### config.mk
export PLATFORM = sky130hd
export DESIGN_NAME = mem2_lookup_arbiter_flat
export DESIGN_NICKNAME = d
export VERILOG_FILES = /design/src/rtl/mem2_lookup_arbiter_if.sv /design/src/rtl/mem2_lookup_arbiter.sv /design/src/flat_wrapper.sv
export SDC_FILE = /design/constraint.sdc
export NUM_CORES = 1
export LEC_CHECK = 0
export ABC_CLOCK_PERIOD_IN_PS = 1600
export CAP_MARGIN = 40
export CORE_MARGIN = 10
export CORE_UTILIZATION = 60
export CTS_CLUSTER_DIAMETER = 60
export DETAILED_ROUTE_END_ITERATION = 10
export DONT_BUFFER_PORTS = 1
export GPL_TIMING_DRIVEN = 0
export PLACE_DENSITY = 0.77
export SYNTH_ARGS = -nofsm -noshare
export SYNTH_HDL_FRONTEND = slang
export SYNTH_SLANG_ARGS = --single-unit
### constraint.sdc
create_clock -name clk -period 1.6 [get_ports clk]
set_input_delay 0.32 -clock clk [delete_from_list [all_inputs] [get_ports clk]]
set_output_delay 0.32 -clock clk [all_outputs]
set_load 0.005 [all_outputs]
### src/rtl/mem2_lookup_arbiter_if.sv
// ============================================================================
// Module   : mem2_lookup_arbiter_if
// Brief    : Request, lookup-table and response bundle for mem2_lookup_arbiter.
// Revision : 1.0  initial release
// ============================================================================
`default_nettype none

interface mem2_lookup_arbiter_if #(
    parameter int NREQ = 2,
    parameter int ERRW = 8
);
    logic [NREQ-1:0]   req_valid;
    logic [3*NREQ-1:0] req_index;
    logic [NREQ-1:0]   req_ready;
    logic [2:0]        mem_index;
    logic [7:0]        mem_data;
    logic              mem_parity;
    logic              rsp_valid;
    logic              rsp_ready;
    logic [7:0]        rsp_data;
    logic [1:0]        rsp_id;
    logic              rsp_perr;
    logic [ERRW-1:0]   err_count;

    // Arbiter side
    modport slave (
        input  req_valid, req_index, mem_data, mem_parity, rsp_ready,
        output req_ready, mem_index, rsp_valid, rsp_data, rsp_id, rsp_perr, err_count
    );

    // Requester / table / consumer side
    modport master (
        output req_valid, req_index, mem_data, mem_parity, rsp_ready,
        input  req_ready, mem_index, rsp_valid, rsp_data, rsp_id, rsp_perr, err_count
    );
endinterface

`default_nettype wire

### src/rtl/mem2_lookup_arbiter.sv
// ============================================================================
// Module   : mem2_lookup_arbiter
// Brief    : Round-robin shares one combinational 8-entry lookup table among
//            NREQ requesters; define PARITY_CHECK_EN for parity check/counting.
// Revision : 1.0  initial release
// ============================================================================
`default_nettype none

module mem2_lookup_arbiter #(
    parameter int NREQ     = 2,
    parameter int MEM_WAIT = 1,
    parameter int ERRW     = 8
) (
    input  logic                  clk,
    input  logic                  rst_n,
    mem2_lookup_arbiter_if.slave  bus
);

    typedef enum logic [1:0] {
        S_IDLE   = 2'd0,
        S_LOOKUP = 2'd1,
        S_RESP   = 2'd2
    } state_t;

    localparam logic [2:0] c_last_wait = 3'(MEM_WAIT - 1);
    localparam logic [1:0] c_last_req  = 2'(NREQ - 1);

    state_t          r_state;
    state_t          w_state_nxt;
    logic [1:0]      r_rr_ptr;
    logic [1:0]      r_id;
    logic [2:0]      r_idx;
    logic [2:0]      r_wait;
    logic [7:0]      r_rsp_data;
    logic [1:0]      r_rsp_id;
    logic            w_gnt_found;
    logic [1:0]      w_gnt_id;
    logic [2:0]      w_gnt_index;
    logic [2:0]      w_cand;
    logic [NREQ-1:0] w_req_ready;
    logic            w_accept;
    logic            w_capture;
    logic            w_rsp_hs;

    // Search from r_rr_ptr upward, wrapping, for the first pending requester.
    always_comb begin
        w_gnt_found = 1'b0;
        w_gnt_id    = 2'd0;
        w_gnt_index = 3'd0;
        w_cand      = 3'd0;
        for (int i = 0; i < NREQ; i++) begin
            w_cand = {1'b0, r_rr_ptr} + 3'(i);
            if (w_cand >= 3'(NREQ)) begin
                w_cand = w_cand - 3'(NREQ);
            end
            for (int k = 0; k < NREQ; k++) begin
                if (!w_gnt_found && (w_cand == 3'(k)) && bus.req_valid[k]) begin
                    w_gnt_found = 1'b1;
                    w_gnt_id    = 2'(k);
                    w_gnt_index = bus.req_index[3*k +: 3];
                end
            end
        end
    end

    always_ff @(posedge clk or negedge rst_n) begin
        if (!rst_n) begin
            r_state <= S_IDLE;
        end else begin
            r_state <= w_state_nxt;
        end
    end

    always_comb begin
        w_state_nxt = r_state;
        w_accept    = 1'b0;
        w_capture   = 1'b0;
        w_rsp_hs    = 1'b0;
        w_req_ready = '0;
        case (r_state)
            S_IDLE: begin
                if (w_gnt_found) begin
                    w_accept    = 1'b1;
                    w_state_nxt = S_LOOKUP;
                    for (int k = 0; k < NREQ; k++) begin
                        w_req_ready[k] = (w_gnt_id == 2'(k));
                    end
                end
            end
            S_LOOKUP: begin
                if (r_wait == c_last_wait) begin
                    w_capture   = 1'b1;
                    w_state_nxt = S_RESP;
                end
            end
            S_RESP: begin
                if (bus.rsp_ready) begin
                    w_rsp_hs    = 1'b1;
                    w_state_nxt = S_IDLE;
                end
            end
            default: w_state_nxt = S_IDLE;
        endcase
    end

    // r_idx drives the table directly, so mem_index holds between lookups.
    always_ff @(posedge clk or negedge rst_n) begin
        if (!rst_n) begin
            r_rr_ptr   <= 2'd0;
            r_id       <= 2'd0;
            r_idx      <= 3'd0;
            r_wait     <= 3'd0;
            r_rsp_data <= 8'd0;
            r_rsp_id   <= 2'd0;
        end else begin
            if (w_accept) begin
                r_id   <= w_gnt_id;
                r_idx  <= w_gnt_index;
                r_wait <= 3'd0;
            end else if (r_state == S_LOOKUP && !w_capture) begin
                r_wait <= r_wait + 3'd1;
            end
            if (w_capture) begin
                r_rsp_data <= bus.mem_data;
                r_rsp_id   <= r_id;
            end
            if (w_rsp_hs) begin
                r_rr_ptr <= (r_id == c_last_req) ? 2'd0 : r_id + 2'd1;
            end
        end
    end

`ifdef PARITY_CHECK_EN
    logic            w_perr;
    logic            r_rsp_perr;
    logic [ERRW-1:0] r_err_cnt;

    assign w_perr = (^bus.mem_data) ^ bus.mem_parity;

    // Counter saturates at all-ones rather than wrapping.
    always_ff @(posedge clk or negedge rst_n) begin
        if (!rst_n) begin
            r_rsp_perr <= 1'b0;
            r_err_cnt  <= '0;
        end else begin
            if (w_capture) begin
                r_rsp_perr <= w_perr;
            end
            if (w_rsp_hs && r_rsp_perr && (r_err_cnt != {ERRW{1'b1}})) begin
                r_err_cnt <= r_err_cnt + ERRW'(1);
            end
        end
    end

    assign bus.rsp_perr  = r_rsp_perr;
    assign bus.err_count = r_err_cnt;
`else
    logic w_unused_parity;
    assign w_unused_parity = bus.mem_parity;
    assign bus.rsp_perr    = 1'b0;
    assign bus.err_count   = '0;
`endif

    assign bus.req_ready = w_req_ready;
    assign bus.mem_index = r_idx;
    assign bus.rsp_valid = (r_state == S_RESP);
    assign bus.rsp_data  = r_rsp_data;
    assign bus.rsp_id    = r_rsp_id;

endmodule

`default_nettype wire

### src/flat_wrapper.sv
// flat-port wrapper written by rule: the top's interface ports become plain ports
module mem2_lookup_arbiter_flat 
#(
    parameter int NREQ     = 2,
    parameter int MEM_WAIT = 1,
    parameter int ERRW     = 8
)
  (clk, rst_n, bus_req_valid, bus_req_index, bus_mem_data, bus_mem_parity, bus_rsp_ready, bus_req_ready, bus_mem_index, bus_rsp_valid, bus_rsp_data, bus_rsp_id, bus_rsp_perr, bus_err_count);
  mem2_lookup_arbiter_if #(.NREQ(NREQ), .ERRW(ERRW)) bus_i ();
  input  logic clk;
  input  logic rst_n;
  input wire logic [$bits(bus_i.req_valid)-1:0] bus_req_valid;
  input wire logic [$bits(bus_i.req_index)-1:0] bus_req_index;
  input wire logic [$bits(bus_i.mem_data)-1:0] bus_mem_data;
  input wire logic [$bits(bus_i.mem_parity)-1:0] bus_mem_parity;
  input wire logic [$bits(bus_i.rsp_ready)-1:0] bus_rsp_ready;
  output wire logic [$bits(bus_i.req_ready)-1:0] bus_req_ready;
  output wire logic [$bits(bus_i.mem_index)-1:0] bus_mem_index;
  output wire logic [$bits(bus_i.rsp_valid)-1:0] bus_rsp_valid;
  output wire logic [$bits(bus_i.rsp_data)-1:0] bus_rsp_data;
  output wire logic [$bits(bus_i.rsp_id)-1:0] bus_rsp_id;
  output wire logic [$bits(bus_i.rsp_perr)-1:0] bus_rsp_perr;
  output wire logic [$bits(bus_i.err_count)-1:0] bus_err_count;
  assign bus_i.req_valid = bus_req_valid;
  assign bus_i.req_index = bus_req_index;
  assign bus_i.mem_data = bus_mem_data;
  assign bus_i.mem_parity = bus_mem_parity;
  assign bus_i.rsp_ready = bus_rsp_ready;
  assign bus_req_ready = bus_i.req_ready;
  assign bus_mem_index = bus_i.mem_index;
  assign bus_rsp_valid = bus_i.rsp_valid;
  assign bus_rsp_data = bus_i.rsp_data;
  assign bus_rsp_id = bus_i.rsp_id;
  assign bus_rsp_perr = bus_i.rsp_perr;
  assign bus_err_count = bus_i.err_count;
  mem2_lookup_arbiter #(.NREQ(NREQ), .MEM_WAIT(MEM_WAIT), .ERRW(ERRW)) u_core (.clk(clk), .rst_n(rst_n), .bus(bus_i));
endmodule
# Word-level counts from Yosys, hierarchy flattened
# Index checks and enable logic that the tools add are counted.
[op_classes]
add_sub_neg = 5
mul = 0
div = 0
n_lt_le_gt_ge = 2
n_eq_ne = 9
shift = 0
n_mux = 28
n_bitwise = 0
n_reduce_logical = 19
[op_table]
columns = ["operator", "n"]
rows = [
  ["two-way mux 3 bit", 8],
  ["two-way mux 1 bit", 13],
  ["two-way mux 2 bit", 6],
  ["zero test 3 bit", 3],
  ["logical AND 1 bit", 8],
  ["equality test 3 x 1 -> 1 bit, second input constant", 2],
  ["case mux 2 bit (3 select lines)", 1],
  ["equality test 2 x 1 -> 1 bit, second input constant", 2],
  ["zero test 1 bit", 4],
  ["zero test 2 bit", 2],
  ["!= test 2 x 1 -> 1 bit, second input constant", 2],
  ["adder 2 x 1 -> 3 bit, second input constant", 1],
  ["adder 3 x 1 -> 3 bit, second input constant", 1],
  ["greater-or-equal comparator 3 x 2 -> 1 bit, second input constant", 1],
  ["AND reduction 3 bit", 1],
  ["subtractor 2 x 2 -> 3 bit, second input constant", 1],
  ["subtractor 3 x 2 -> 3 bit, second input constant", 1],
  ["adder 2 x 1 -> 2 bit, second input constant", 1],
  ["equality test 2 bit, second input constant", 1],
  ["greater-or-equal comparator 2 bit, second input constant", 1],
  ["!= test 2 bit, second input constant", 1],
  ["nonzero test 2 bit", 1],
  ["equality test 1 bit, second input constant", 1],
]
[totals]
regBits = 22
latch_bits = 0
ram_bits = 0
romBits = 0
in_bits = 20
out_inout_bits = 25
wordCells = 70
memories = 0

# Longest topological paths before layout
[logic_depth]
ltp_word = 20
mapped_depth = 5
ltp_nobuf = 5

# Least setup slack after synthesis
# No wires, ideal clock.
[synth_path]
path_kind = "flip-flop to flip-flop"
startpoint = "register u_core.r_wait[0]"
endpoint = "register u_core.r_rsp_data[0], in the netlist u_core.bus.rsp_data[0]"
setup_ns = 0.125
arrival_ns = 1.241
required_time_ns = 1.475
slack_ns = 0.234
stages_incl_launch_ff = 6
period_less_slack_ns = 1.366
cell_sequence = "dfrtp_1 inv_1 ha_1 nand2b_2 nor2_8 mux2_2"
[synth_via]
elab_chain_len = 3
[synth_rtl]
columns = ["element", "line_no", "rtl"]
rows = [
  ["start: declaration", "mem2_lookup_arbiter.sv:33", "logic [2:0] r_wait;"],
  ["start signal: assignment", "mem2_lookup_arbiter.sv:121", "r_wait <= r_wait + 3'd1;"],
  ["zero test 3 bit", "mem2_lookup_arbiter.sv:91", "if (r_wait == c_last_wait) begin"],
  ["two-way mux 1 bit", "mem2_lookup_arbiter.sv:91", ""],
  ["two-way mux 1 bit", "mem2_lookup_arbiter.sv:80", "case (r_state)"],
  ["end signal: assignment", "mem2_lookup_arbiter.sv:124", "r_rsp_data <= bus.mem_data;"],
  ["end: declaration", "mem2_lookup_arbiter.sv:34", "logic [7:0] r_rsp_data;"],
]
# Every way passes these cells.
# A chain may end at the register's enable or synchronous reset.

# Worst setup path after layout
[layout_path]
startpoint = "register u_core.r_state[0]"
endpoint = "output port bus_req_ready[1]"
[layout_via]
elab_chain_len = 2
[layout_rtl]
columns = ["element", "line_no", "rtl"]
rows = [
  ["start: declaration", "mem2_lookup_arbiter.sv:28", "state_t r_state;"],
  ["start signal: assignment", "mem2_lookup_arbiter.sv:70", "r_state <= w_state_nxt;"],
  ["zero test 2 bit", "mem2_lookup_arbiter.sv:80", ""],
  ["two-way mux 2 bit", "mem2_lookup_arbiter.sv:80", ""],
  ["end: declaration", "flat_wrapper.sv:17", "output wire logic [$bits(bus_i.req_ready)-1:0] bus_req_ready;"],
]
# Every way passes these cells.

==> summary.txt <==
========================================================================================
Area grow syn2layout                                                               11.2%
Setup-violating endpoint count in the final report                                     0
Weighted congestion reported at the end of routability-driven placement            0.747
FFs w/ async S/R, synth                                                             100%
Data arrival time at the worst-slack endpoint                                    1220 ps
Per-instance average area after synthesis                                     11.5 sq um
Number of cells on the worst reg-to-reg path                                           5
Setup repair after global routing missed its margin                                false
Met2 routing resource usage after global routing                                   20.3%
Count of buffers from port buffering                                                   0
Max-cap viol count                                                                     0
Violation count after the first detailed-route iteration                               6
Count of cells along the worst hold path                                               1
Overall Global Routing Usage                                                       11.3%
Cell types with the highest counts after synthesis                          19 x sky130_fd_sc_hd__dfrtp_1, 10 x sky130_fd_sc_hd__buf_4, 9 x sky130_fd_sc_hd__mux2_2, 8 x sky130_fd_sc_hd__a21oi_1
Clock transition at path regs                                                     110 ps
Total number of yosys warnings                                                         0
Startpoint of the worst register-to-register path                           u_core.r_wait[0]$_DFFE_PN0P_
Average wire per standard cell                                              17.9 microns
Area of the core region                                                       1510 sq um
Number of placement rows                                                              14
Worst Setup Path Type                                                            reg2out
Post-route worst setup slack                                                     57.0 ps
Aggregate routed wire length                                                2040 microns
#FFs+latches synth                                                                    19
Cell-by-cell trace of the critical path                                     nor2_4 > and3_1
Synthesized instance count                                                            83
H-tree depth                                                                           1
Accumulated negative setup slack                                                    0 ps
Global-route layer with the greatest usage                                          met2
Worst-case clock skew                                                            4.17 ps
Root cell of the clock tree                                                 sky130_fd_sc_hd__clkbuf_4
Nature of the critical path endpoint                                        primary output
DRC violations left                                                                    0
Yosys top cell area share                                                          49.7%
Worst setup startpoint                                                      u_core.r_state[0]$_DFFE_PN0P_
Area leader, netlist                                                        sky130_fd_sc_hd__dfrtp_1
Required @ worst endpoint                                                        1280 ps
Maximum buffer depth of the clock tree                                                 2
Cell with the most instances after synthesis                                sky130_fd_sc_hd__dfrtp_1
Antenna fix cells                                                                      0
Routed Antenna Nets                                                                    0
Worst slew margin relative to its limit                                            44.1%
Fraction of met3 tracks used by global routing                                     6.36%
Layout Nets                                                                          121
Count of boundary I/O pins                                                            45
Slowest cell on the critical path                                           sky130_fd_sc_hd__dfrtp_1
Hold crit path type                                                               in2reg
Distinct cells, synth                                                                 27
Period utilisation layout                                                          96.4%
Number of buffers created by CTS                                                       3
1st-pass router iterations                                                             4
Crit-path max FO                                                                       8
Share of post-route cells with drive strength above 1                              30.6%
Met1 usage in global routing                                                       10.7%
Pin count of the biggest net entering global routing                                  20
Synth area leaders                                                          sky130_fd_sc_hd__dfrtp_1 50%, sky130_fd_sc_hd__mux2_2 11%, sky130_fd_sc_hd__buf_4 7.8%, sky130_fd_sc_hd__a21oi_1 4.2%, sky130_fd_sc_hd__a32oi_1 2.7%
Die span in y                                                               59.9 microns
Peak clock frequency supported by timing                                         648 MHz
Clock tree from TritonCTS                                                           done
P per Cell Area                                                             1620 nW/um^2
Post-DR vias/cell                                                                   5.38
Grt total ovfl                                                                         0
Clock sinks                                                                           19
Number of antenna violations at the first check in global routing                      0
Initial standard-cell utilization of the core                                      63.5%
Run status                                                                     completed
Total half-perimeter wirelength after legalization and detailed placement   1570 microns
Register area share after synthesis                                                49.7%
Worst supply voltage drop on vdd                                                 1090 uV
Vias in the first global route                                                       682
Die Area                                                                      3590 sq um
Worst Tran Pin Value                                                              836 ps
Post-synth top flop                                                         sky130_fd_sc_hd__dfrtp_1
Final count of pins violating max slew                                                 0
Max stage delay on crit path                                                      470 ps
Worst Setup Start Kind                                                          register
Launch instance of the worst min-delay path                                 bus_mem_data[3]
Post-route minimum period                                                        1540 ps
Number of enable-type register cells in the synthesized netlist                        0
Total number of vias                                                                 613
Post-synthesis cell area                                                       957 sq um
Final Hold Fails                                                                       0
Static Leakage                                                               0.000511 uW
Wire length of the first global-routing pass                                3160 microns
Post-Place Worst Slack                                                           86.8 ps
Clock latency of the later-clocked register in the worst-skew pair                300 ps
Die span in x                                                               59.9 microns
========================================================================================
-- cell type report --
cell class                 instances  area [sq um]
fill                             113           442
buffer                            11          80.1
multi-input combinational         58           430
clock buffer                       4          26.3
timing repair buffer               2          17.5
inverter                           4          15.0
tap                               16          20.0
sequential                        19           475
-- per-stage QoR --
stage / std cells / power (uW) / area, sq um / hold WS, ps / util, %
3_5_place_dp: 108 / 1450 / 1010 / 25.1 / 67.1
4_1_cts: 113 / 1720 / 1050 / 166 / 69.9
3_3_place_gp: 108 / 1420 / 1010 / 25.1 / 67.1
2_1_floorplan: 92 / 1310 / 991 / 24.4 / -
5_1_grt: 114 / 1860 / 1060 / 161 / 70.7
6_report: 114 / 1720 / 1060 / 167 / 70.7
-- state kept, by name, indices dropped and copies added, names as in the netlist --
register / flops
u_core.r_id: 1
u_core.bus.rsp_data: 8
u_core.r_state: 2
u_core.r_rr_ptr: 1
u_core.bus.mem_index: 3
u_core.bus.rsp_id: 1
u_core.r_wait: 3
-- where the power goes --
| part | switching (uW) | internal, uW | leakage, uW |
|---|---|---|---|
| Combinational | 287 | 324 | 0.000265 |
| Clock | 146 | 97.1 | 0.0000150 |
| Sequential | 182 | 689 | 0.000231 |
| Total | 614 | 1110 | 0.000511 |
-- timing repair --
action,CTS,global route
pin swaps,0,2
endpoints found under the hold margin,19,0
gates resized for setup,2,1
setup buffers,0,1
endpoints found under the setup margin,2,10
hold buffers,1,0
-- cells by family (layout without fill, tap and decap cells) --
family | after synthesis | count (layout) | synth area share (%)
compound gates | 20 | 20 | 14.0
flops | 19 | 19 | 49.7
simple gates | 17 | 17 | 12.8
buf+inv | 15 | 21 | 9.93
mux | 9 | 9 | 10.6
fa+ha+maj | 2 | 2 | 2.61
other cells | 1 | 10 | 0.392
-- cells in the final DEF, fill, tap and decap left out, types with 2 or more instances in the layout --
cell type                  instances
sky130_fd_sc_hd__dfrtp_1          19
sky130_fd_sc_hd__buf_4            11
sky130_fd_sc_hd__conb_1           10
sky130_fd_sc_hd__mux2_2            9
sky130_fd_sc_hd__a21oi_1           8
sky130_fd_sc_hd__inv_1             4
sky130_fd_sc_hd__o21ai_0           4
sky130_fd_sc_hd__a32oi_1           3
sky130_fd_sc_hd__clkbuf_4          3
sky130_fd_sc_hd__nor2b_1           2
sky130_fd_sc_hd__a21o_1            2
sky130_fd_sc_hd__nand3_1           2
sky130_fd_sc_hd__nand2_1           2
sky130_fd_sc_hd__ha_1              2
-- routing by layer --
| layer | wire (microns) | part of all wire (%) |
|---|---|---|
| met5 | 0 | 0 |
| met3 | 271 | 13 |
| met2 | 1030 | 50 |
| met1 | 733 | 36 |
| met4 | 8 | 0.39 |
-- worst max-delay path: cells and delay by family, from the launching register on --
family / cells / cell delay (ps)
flip-flops: 1 / 470
AND/OR/NAND/NOR: 2 / 460
-- path summary, 6_finish.rpt --
kind	to	slack (ps)
min in group asynchronous	u_core.bus.rsp_data[0]$_DFFE_PN0P_	560
hold / removal	u_core.bus.rsp_data[3]$_DFFE_PN0P_	170
hold reg to reg	u_core.r_rr_ptr[0]$_DFFE_PN0P_	480
setup / recovery	bus_req_ready[1]	60
max in group asynchronous	u_core.r_rr_ptr[0]$_DFFE_PN0P_	530
setup reg to reg	u_core.bus.rsp_data[1]$_DFFE_PN0P_	110
No activity file was read; power rests on OpenSTA's default activity.
